==> src/rtl/router_req_pkg.sv <==
// Shared types for the router request issuer: descriptor layout and FSM states.
package router_req_pkg;

  localparam int unsigned DEF_ADDR_W = 10;
  localparam int unsigned DEF_DFX_W  = 2;

  typedef struct packed {
    logic [DEF_ADDR_W-1:0] src_addr;
    logic [DEF_ADDR_W-1:0] dst_addr;
    logic [DEF_DFX_W-1:0]  src_dfx;
    logic [DEF_DFX_W-1:0]  dst_dfx;
  } router_desc_t;

  typedef enum logic [1:0] {
    IDLE,
    ISSUE,
    WAIT_DONE,
    GAP
  } req_state_t;

endpackage

==> src/rtl/router_req_issuer_if.sv <==
// Descriptor intake and router request signals; slave is the issuer's view, master the
// view of the block driving descriptors and modelling the router.
interface router_req_issuer_if
  import router_req_pkg::*;
#(
  parameter int unsigned ADDR_W = DEF_ADDR_W,
  parameter int unsigned DFX_W  = DEF_DFX_W
);
  logic              desc_valid;
  logic              desc_ready;
  logic [ADDR_W-1:0] desc_src_addr;
  logic [ADDR_W-1:0] desc_dst_addr;
  logic [DFX_W-1:0]  desc_src_dfx;
  logic [DFX_W-1:0]  desc_dst_dfx;

  logic              router_start_req;
  logic [ADDR_W-1:0] router_scr_addr;
  logic [ADDR_W-1:0] router_dst_addr;
  logic [DFX_W-1:0]  router_src_dfx;
  logic [DFX_W-1:0]  router_dst_dfx;
  logic              router_ack;
  logic              router_done;

  modport slave (
    input  desc_valid, desc_src_addr, desc_dst_addr, desc_src_dfx, desc_dst_dfx,
    input  router_ack, router_done,
    output desc_ready,
    output router_start_req, router_scr_addr, router_dst_addr, router_src_dfx, router_dst_dfx
  );

  modport master (
    output desc_valid, desc_src_addr, desc_dst_addr, desc_src_dfx, desc_dst_dfx,
    output router_ack, router_done,
    input  desc_ready,
    input  router_start_req, router_scr_addr, router_dst_addr, router_src_dfx, router_dst_dfx
  );
endinterface

==> src/rtl/router_desc_fifo.sv <==
// Synchronous descriptor FIFO with wrap-bit pointers; pushes while full and pops while
// empty are ignored.
module router_desc_fifo
  import router_req_pkg::*;
#(
  parameter int unsigned FIFO_DEPTH = 4,
  parameter type         desc_t     = router_desc_t
) (
  input  logic                         clk,
  input  logic                         rst,
  input  logic                         push,
  input  logic                         pop,
  input  desc_t                        wdata,
  output desc_t                        rdata,
  output logic                         full,
  output logic                         empty,
  output logic [$clog2(FIFO_DEPTH):0]  count
);
  localparam int unsigned IDX_W = $clog2(FIFO_DEPTH);

  desc_t            mem [FIFO_DEPTH];
  logic [IDX_W:0]   wptr_q, rptr_q;
  logic             do_push, do_pop;

  assign full    = (wptr_q[IDX_W] != rptr_q[IDX_W]) &&
                   (wptr_q[IDX_W-1:0] == rptr_q[IDX_W-1:0]);
  assign empty   = (wptr_q == rptr_q);
  assign do_push = push && !full;
  assign do_pop  = pop && !empty;
  assign count   = wptr_q - rptr_q;
  assign rdata   = mem[rptr_q[IDX_W-1:0]];

  always_ff @(posedge clk or posedge rst) begin
    if (rst) begin
      wptr_q <= '0;
      rptr_q <= '0;
    end else begin
      if (do_push) wptr_q <= wptr_q + 1'b1;
      if (do_pop)  rptr_q <= rptr_q + 1'b1;
    end
  end

  // Storage needs no reset: empty pointers make stale entries unreachable.
  always_ff @(posedge clk) begin
    if (do_push) mem[wptr_q[IDX_W-1:0]] <= wdata;
  end

endmodule

==> src/rtl/router_req_issuer.sv <==
// Feeds queued descriptors to the router one at a time. Define ROUTER_REQ_TIMEOUT_EN to
// add a watchdog that aborts a request stuck waiting for ack/done.
module router_req_issuer
  import router_req_pkg::*;
#(
  parameter int unsigned FIFO_DEPTH     = 4,
  parameter int unsigned ADDR_W         = DEF_ADDR_W,
  parameter int unsigned DFX_W          = DEF_DFX_W,
  parameter int unsigned TIMEOUT_CYCLES = 256
) (
  input  logic                         clk,
  input  logic                         rst,
  router_req_issuer_if.slave           bus,
  output logic                         busy,
  output logic [$clog2(FIFO_DEPTH):0]  fifo_count,
  output logic [15:0]                  done_count,
  output logic                         err_illegal,
  output logic                         err_timeout
);
  typedef struct packed {
    logic [ADDR_W-1:0] src_addr;
    logic [ADDR_W-1:0] dst_addr;
    logic [DFX_W-1:0]  src_dfx;
    logic [DFX_W-1:0]  dst_dfx;
  } desc_t;

  req_state_t state_q;
  desc_t      in_desc, head, out_q;
  logic       full, empty, accept, illegal, push, pop;
  logic       start_q, err_illegal_q, tmo_hit;
  logic [15:0] done_q;

  assign in_desc = '{src_addr: bus.desc_src_addr, dst_addr: bus.desc_dst_addr,
                     src_dfx:  bus.desc_src_dfx,  dst_dfx:  bus.desc_dst_dfx};

  // Illegal descriptors complete the handshake but never reach the FIFO.
  assign accept  = bus.desc_valid && !full;
  assign illegal = (bus.desc_src_dfx == bus.desc_dst_dfx);
  assign push    = accept && !illegal;
  assign pop     = (state_q == IDLE) && !empty;

  router_desc_fifo #(
    .FIFO_DEPTH (FIFO_DEPTH),
    .desc_t     (desc_t)
  ) u_fifo (
    .clk   (clk),
    .rst   (rst),
    .push  (push),
    .pop   (pop),
    .wdata (in_desc),
    .rdata (head),
    .full  (full),
    .empty (empty),
    .count (fifo_count)
  );

  always_ff @(posedge clk or posedge rst) begin
    if (rst) begin
      state_q       <= IDLE;
      start_q       <= 1'b0;
      out_q         <= '0;
      done_q        <= '0;
      err_illegal_q <= 1'b0;
    end else begin
      err_illegal_q <= accept && illegal;
      unique case (state_q)
        IDLE: begin
          if (!empty) begin
            out_q   <= head;
            start_q <= 1'b1;
            state_q <= ISSUE;
          end
        end
        ISSUE: begin
          if (bus.router_ack) begin
            start_q <= 1'b0;
            if (bus.router_done) begin
              done_q  <= done_q + 16'd1;
              state_q <= GAP;
            end else begin
              state_q <= WAIT_DONE;
            end
          end else if (tmo_hit) begin
            start_q <= 1'b0;
            state_q <= GAP;
          end
        end
        WAIT_DONE: begin
          if (bus.router_done) begin
            done_q  <= done_q + 16'd1;
            state_q <= GAP;
          end else if (tmo_hit) begin
            state_q <= GAP;
          end
        end
        GAP:     state_q <= IDLE;
        default: state_q <= IDLE;
      endcase
    end
  end

`ifdef ROUTER_REQ_TIMEOUT_EN
  localparam int unsigned TMO_W = $clog2(TIMEOUT_CYCLES) + 1;

  logic [TMO_W-1:0] tmo_q;
  logic             err_timeout_q;

  assign tmo_hit = (tmo_q == TMO_W'(TIMEOUT_CYCLES - 1));

  // Counter restarts each time a request is issued; the awaited event wins over the limit.
  always_ff @(posedge clk or posedge rst) begin
    if (rst) begin
      tmo_q         <= '0;
      err_timeout_q <= 1'b0;
    end else begin
      tmo_q         <= (state_q == ISSUE || state_q == WAIT_DONE) ? tmo_q + 1'b1 : '0;
      err_timeout_q <= tmo_hit && ((state_q == ISSUE && !bus.router_ack) ||
                                   (state_q == WAIT_DONE && !bus.router_done));
    end
  end

  assign err_timeout = err_timeout_q;
`else
  assign tmo_hit     = 1'b0;
  assign err_timeout = 1'b0;
`endif

  assign bus.desc_ready       = !full;
  assign bus.router_start_req = start_q;
  assign bus.router_scr_addr  = out_q.src_addr;
  assign bus.router_dst_addr  = out_q.dst_addr;
  assign bus.router_src_dfx   = out_q.src_dfx;
  assign bus.router_dst_dfx   = out_q.dst_dfx;
  assign busy                 = (state_q != IDLE);
  assign done_count           = done_q;
  assign err_illegal          = err_illegal_q;

endmodule

==> src/flat_wrapper.sv <==
// flat-port wrapper written by rule: the top's interface ports become plain ports
module router_req_issuer_flat import router_req_pkg::*;
#(
  parameter int unsigned FIFO_DEPTH     = 4,
  parameter int unsigned ADDR_W         = DEF_ADDR_W,
  parameter int unsigned DFX_W          = DEF_DFX_W,
  parameter int unsigned TIMEOUT_CYCLES = 256
)
  (clk, rst, busy, fifo_count, done_count, err_illegal, err_timeout, bus_desc_valid, bus_desc_src_addr, bus_desc_dst_addr, bus_desc_src_dfx, bus_desc_dst_dfx, bus_router_ack, bus_router_done, bus_desc_ready, bus_router_start_req, bus_router_scr_addr, bus_router_dst_addr, bus_router_src_dfx, bus_router_dst_dfx);
  router_req_issuer_if #(.ADDR_W(ADDR_W), .DFX_W(DFX_W)) bus_i ();
  input  logic clk;
  input  logic rst;
  output logic busy;
  output logic [$clog2(FIFO_DEPTH):0] fifo_count;
  output logic [15:0] done_count;
  output logic err_illegal;
  output logic err_timeout;
  input wire logic [$bits(bus_i.desc_valid)-1:0] bus_desc_valid;
  input wire logic [$bits(bus_i.desc_src_addr)-1:0] bus_desc_src_addr;
  input wire logic [$bits(bus_i.desc_dst_addr)-1:0] bus_desc_dst_addr;
  input wire logic [$bits(bus_i.desc_src_dfx)-1:0] bus_desc_src_dfx;
  input wire logic [$bits(bus_i.desc_dst_dfx)-1:0] bus_desc_dst_dfx;
  input wire logic [$bits(bus_i.router_ack)-1:0] bus_router_ack;
  input wire logic [$bits(bus_i.router_done)-1:0] bus_router_done;
  output wire logic [$bits(bus_i.desc_ready)-1:0] bus_desc_ready;
  output wire logic [$bits(bus_i.router_start_req)-1:0] bus_router_start_req;
  output wire logic [$bits(bus_i.router_scr_addr)-1:0] bus_router_scr_addr;
  output wire logic [$bits(bus_i.router_dst_addr)-1:0] bus_router_dst_addr;
  output wire logic [$bits(bus_i.router_src_dfx)-1:0] bus_router_src_dfx;
  output wire logic [$bits(bus_i.router_dst_dfx)-1:0] bus_router_dst_dfx;
  assign bus_i.desc_valid = bus_desc_valid;
  assign bus_i.desc_src_addr = bus_desc_src_addr;
  assign bus_i.desc_dst_addr = bus_desc_dst_addr;
  assign bus_i.desc_src_dfx = bus_desc_src_dfx;
  assign bus_i.desc_dst_dfx = bus_desc_dst_dfx;
  assign bus_i.router_ack = bus_router_ack;
  assign bus_i.router_done = bus_router_done;
  assign bus_desc_ready = bus_i.desc_ready;
  assign bus_router_start_req = bus_i.router_start_req;
  assign bus_router_scr_addr = bus_i.router_scr_addr;
  assign bus_router_dst_addr = bus_i.router_dst_addr;
  assign bus_router_src_dfx = bus_i.router_src_dfx;
  assign bus_router_dst_dfx = bus_i.router_dst_dfx;
  router_req_issuer #(.FIFO_DEPTH(FIFO_DEPTH), .ADDR_W(ADDR_W), .DFX_W(DFX_W), .TIMEOUT_CYCLES(TIMEOUT_CYCLES)) u_core (.clk(clk), .rst(rst), .bus(bus_i), .busy(busy), .fifo_count(fifo_count), .done_count(done_count), .err_illegal(err_illegal), .err_timeout(err_timeout));
endmodule
==> config.mk <==
export PLATFORM = sky130hd
export DESIGN_NAME = router_req_issuer_flat
export DESIGN_NICKNAME = d
export VERILOG_FILES = /design/src/rtl/router_req_pkg.sv /design/src/rtl/router_req_issuer_if.sv /design/src/rtl/router_desc_fifo.sv /design/src/rtl/router_req_issuer.sv /design/src/flat_wrapper.sv
export SDC_FILE = /design/constraint.sdc
export NUM_CORES = 1
export LEC_CHECK = 0
export ABC_AREA = 1
export BUFFER_PORTS_ARGS = -buffer_cell sky130_fd_sc_hd__buf_2
export CAP_MARGIN = 20
export CORE_ASPECT_RATIO = 1.75
export CORE_MARGIN = 10
export CORE_UTILIZATION = 40
export DETAILED_ROUTE_END_ITERATION = 10
export HOLD_SLACK_MARGIN = 0.06
export SYNTH_ARGS = -nofsm -noshare
export SYNTH_HDL_FRONTEND = slang
export SYNTH_SLANG_ARGS = --single-unit
==> constraint.sdc <==
create_clock -name clk -period 3.3 [get_ports clk]
set_input_delay 0.99 -clock clk [delete_from_list [all_inputs] [get_ports clk]]
set_output_delay 0.99 -clock clk [all_outputs]
set_load 0.02 [all_outputs]
==> impl_results.md <==
* Critical path origin: u_core.u_fifo.wptr_q[0]
* CTS tree: yes
* Min-delay worst type: primary input to asynchronous set/reset pin
* 1st-iter DRT viols at 237
* Worst slew margin at 51.07%
* Post-CTS Setup Bufs at 0
* Global-route wire length before repair at 22.74 mm
* R2R cell count at 8
* Leak at 3.069 nW
* Setup TNS at 0 ns
* Sequential element share of the synthesized area at 68.36%
* Ys flop type: edfxtp_1
* Cell count after placement at 787
* Fin crit period at 2.854 ns
* Layout area overhead at 19.41%
* CTS resizes at 0
* Die H at 182.7 µm
* Overall Global Routing Usage at 13.76%
* Core ar. at 14840 µm²
* Final setup viols at 0
* Via density at 5.021
* Reg-to-Reg End: u_core.u_fifo.mem[1][11]
* Detailed Route WL at 13.82 mm
* Clk root buf: clkbuf_16
* Number of hold buffers added after CTS at 0
* Drt pass-1 iters at 5
* Ant. Diodes at 0
* Clock Sinks at 146
* Vias at 4112
* Worst-path clk slew at 0.06 ns
* F_max at 0.3503 GHz
* Peak supply drop at 0.5096 mV
* DRC violations left at 0
* Startpoint class of the critical path: register
* Required @ worst endpoint at 2.31 ns
* Total congestion overflow at 0
* Status: completed
* Crit share post-route at 86.50%
* Synthesized instance count at 538
* Post-synthesis instance area at 6047 µm²
* Avg WL per Cell at 16.88 µm
* ANT nets after route at 0
* Longest Clk Path Bufs at 2
* GP Congestion at 0.8415
* Htree depth at 4
* Max-Cap Viols at 0
* Async SR Flop Fraction at 34.25%
* Die ar. at 20630 µm²
* YS warnings at 0
* Synth unique cells at 29
* DPL Wire Length at 9.338 mm
* Reg2Reg Setup Slack at 1.08 ns
* Crit end category: output port
* Dpl ws at 0.7929 ns
* Largest net degree at the start of global routing at 52
* CP endpoint: fifo_count[2]
* Fin cells at 819
* Final hold vios at 0
* Pwr per Cell Area at 954.6 nW/µm²
* Crit path max fanout at 4
* Port bufs at 75
* Worst setup path class: register to output port
* Later-pin clock latency in the skew report at 0.41 ns
* Final slew viol count at 0
* Initial antenna violation count at 0
* Number of nets in the layout at 664
* Core Util, Final at 48.66%
* Actual slew at the worst max-slew pin at 0.7328 ns
* TritonCTS buffer count at 17
* RSZ-0062 raised after global routing: false
* Syn nets at 579
* Avg Cell Area, Syn at 11.24 µm²
* EDFF count, synth at 96
* # rows at 59
* Die X at 112.9 µm
* Crit path arrival time at 1.86 ns
* Vias in the first global route at 4440
* Layout Skew at 0.007286 ns
* #FFs+latches synth at 146
* I/O Pins at 77
* Worst r2r src: u_core.u_fifo.wptr_q[0]
* Worst Slack Setup Final at 0.4456 ns
* Layout cell share with drive strength beyond 1 at 20.75%
* Initial core utilization at 40.75%
[layout make-up]
class,count,area (µm²)
clock buffer,18,429.2
clock inverter,14,166.4
fill,1354,7617
inverter,39,148.9
multi-input combinational,334,1663
sequential,146,4134
tap,183,229.0
timing repair buffer,85,450.4
[through the flow]
step                      hold WS [ns]  power, mW  instance area [µm²]
after floorplan                 0.4969      4.275                 6047
after global placement          0.4578      4.961                 6625
after detailed placement        0.4665      5.044                 6625
after CTS                       0.4704      7.002                 7221
after global routing            0.4851      7.400                 7221
final                           0.4764      6.893                 7221
[how the worst min path moves through the flow]
stage                                             start  slack [ns]  cells past startpoint                       endpoint
after global placement    u_core.bus.router_dst_addr[4]        0.46                      2  u_core.bus.router_dst_addr[4]
after floorplan                 u_core.u_fifo.wptr_q[0]        0.50                      2        u_core.u_fifo.wptr_q[0]
after detailed placement  u_core.bus.router_scr_addr[5]        0.47                      2  u_core.bus.router_scr_addr[5]
after global routing                                rst        0.49                      2           u_core.done_count[2]
final                                               rst        0.48                      2           u_core.done_count[3]
after CTS                                           rst        0.47                      2           u_core.done_count[2]
[registers in the layout, indices dropped and copies added, names as in the netlist]
name	cells
u_core.u_fifo.mem	96
u_core.done_count	16
u_core.bus.router_dst_addr	10
u_core.bus.router_scr_addr	10
u_core.u_fifo.rptr_q	3
u_core.u_fifo.wptr_q	3
u_core.bus.router_dst_dfx	2
u_core.bus.router_src_dfx	2
u_core.state_q	2
u_core.bus.router_start_req	1
u_core.err_illegal	1
[per-layer routing]
metal / global-route usage [%] / vias to the layer above / routed length, µm
met5: 0 / - / 0
met4: 5.657 / 0 / 341
met3: 3.612 / 24 / 595
met2: 25.42 / 92 / 7418
met1: 14.13 / 2002 / 5468
li1: - / 1994 / -
[Yosys cell counts (all sizes together) (7+ instances only)]
library cell	count	area, µm²
nor2	69	264.0
o22ai	24	150.1
xor2	7	61.31
xnor2	7	61.31
o21ai	54	270.3
edfxtp	96	2883
nand4	9	56.30
ha	11	137.6
buf	10	77.57
dfrtp	50	1251
nand3	12	70.07
inv	39	148.9
nand2	133	509.2
clkbuf	9	33.78
[cells in the final DEF (no fill, tap or decap), types with 10 or more instances in the layout]
cell,count
nand2_1,131
edfxtp_1,96
buf_2,75
nor2_1,63
o21ai_0,52
dfrtp_1,50
inv_1,34
o22ai_1,24
clkbuf_16,17
ha_1,11
nand3_1,10
buf_4,10
[where the power goes]
group | internal (mW) | total [mW] | switching [mW]
registers | 2.41 | 2.62 | 0.207
clock network | 1.14 | 1.94 | 0.796
logic | 0.716 | 2.34 | 1.62
total | 4.27 | 6.89 | 2.63
[cell families (layout without fill, tap and decap cells)]
kind of cell / count (synthesis) / in the layout / share of synthesized area (%)
DFF: 146 / 146 / 68.36
buffers and inverters: 58 / 156 / 4.304
other: 1 / 1 / 0.06201
AOI/OAI and AO/OA: 83 / 83 / 7.635
xor gates and xnor gates: 14 / 14 / 2.028
adders and majority gates: 12 / 12 / 2.607
and+or+nand+nor: 224 / 224 / 15.00
[critical path, stage by stage (launching register included)]
cell and delay, ns:
dfrtp_1 0.40, inv_1 0.11, ha_1 0.23, fa_1 0.38, xnor2_1 0.15, buf_2 0.18
No activity file was read; power rests on OpenSTA's default activity.
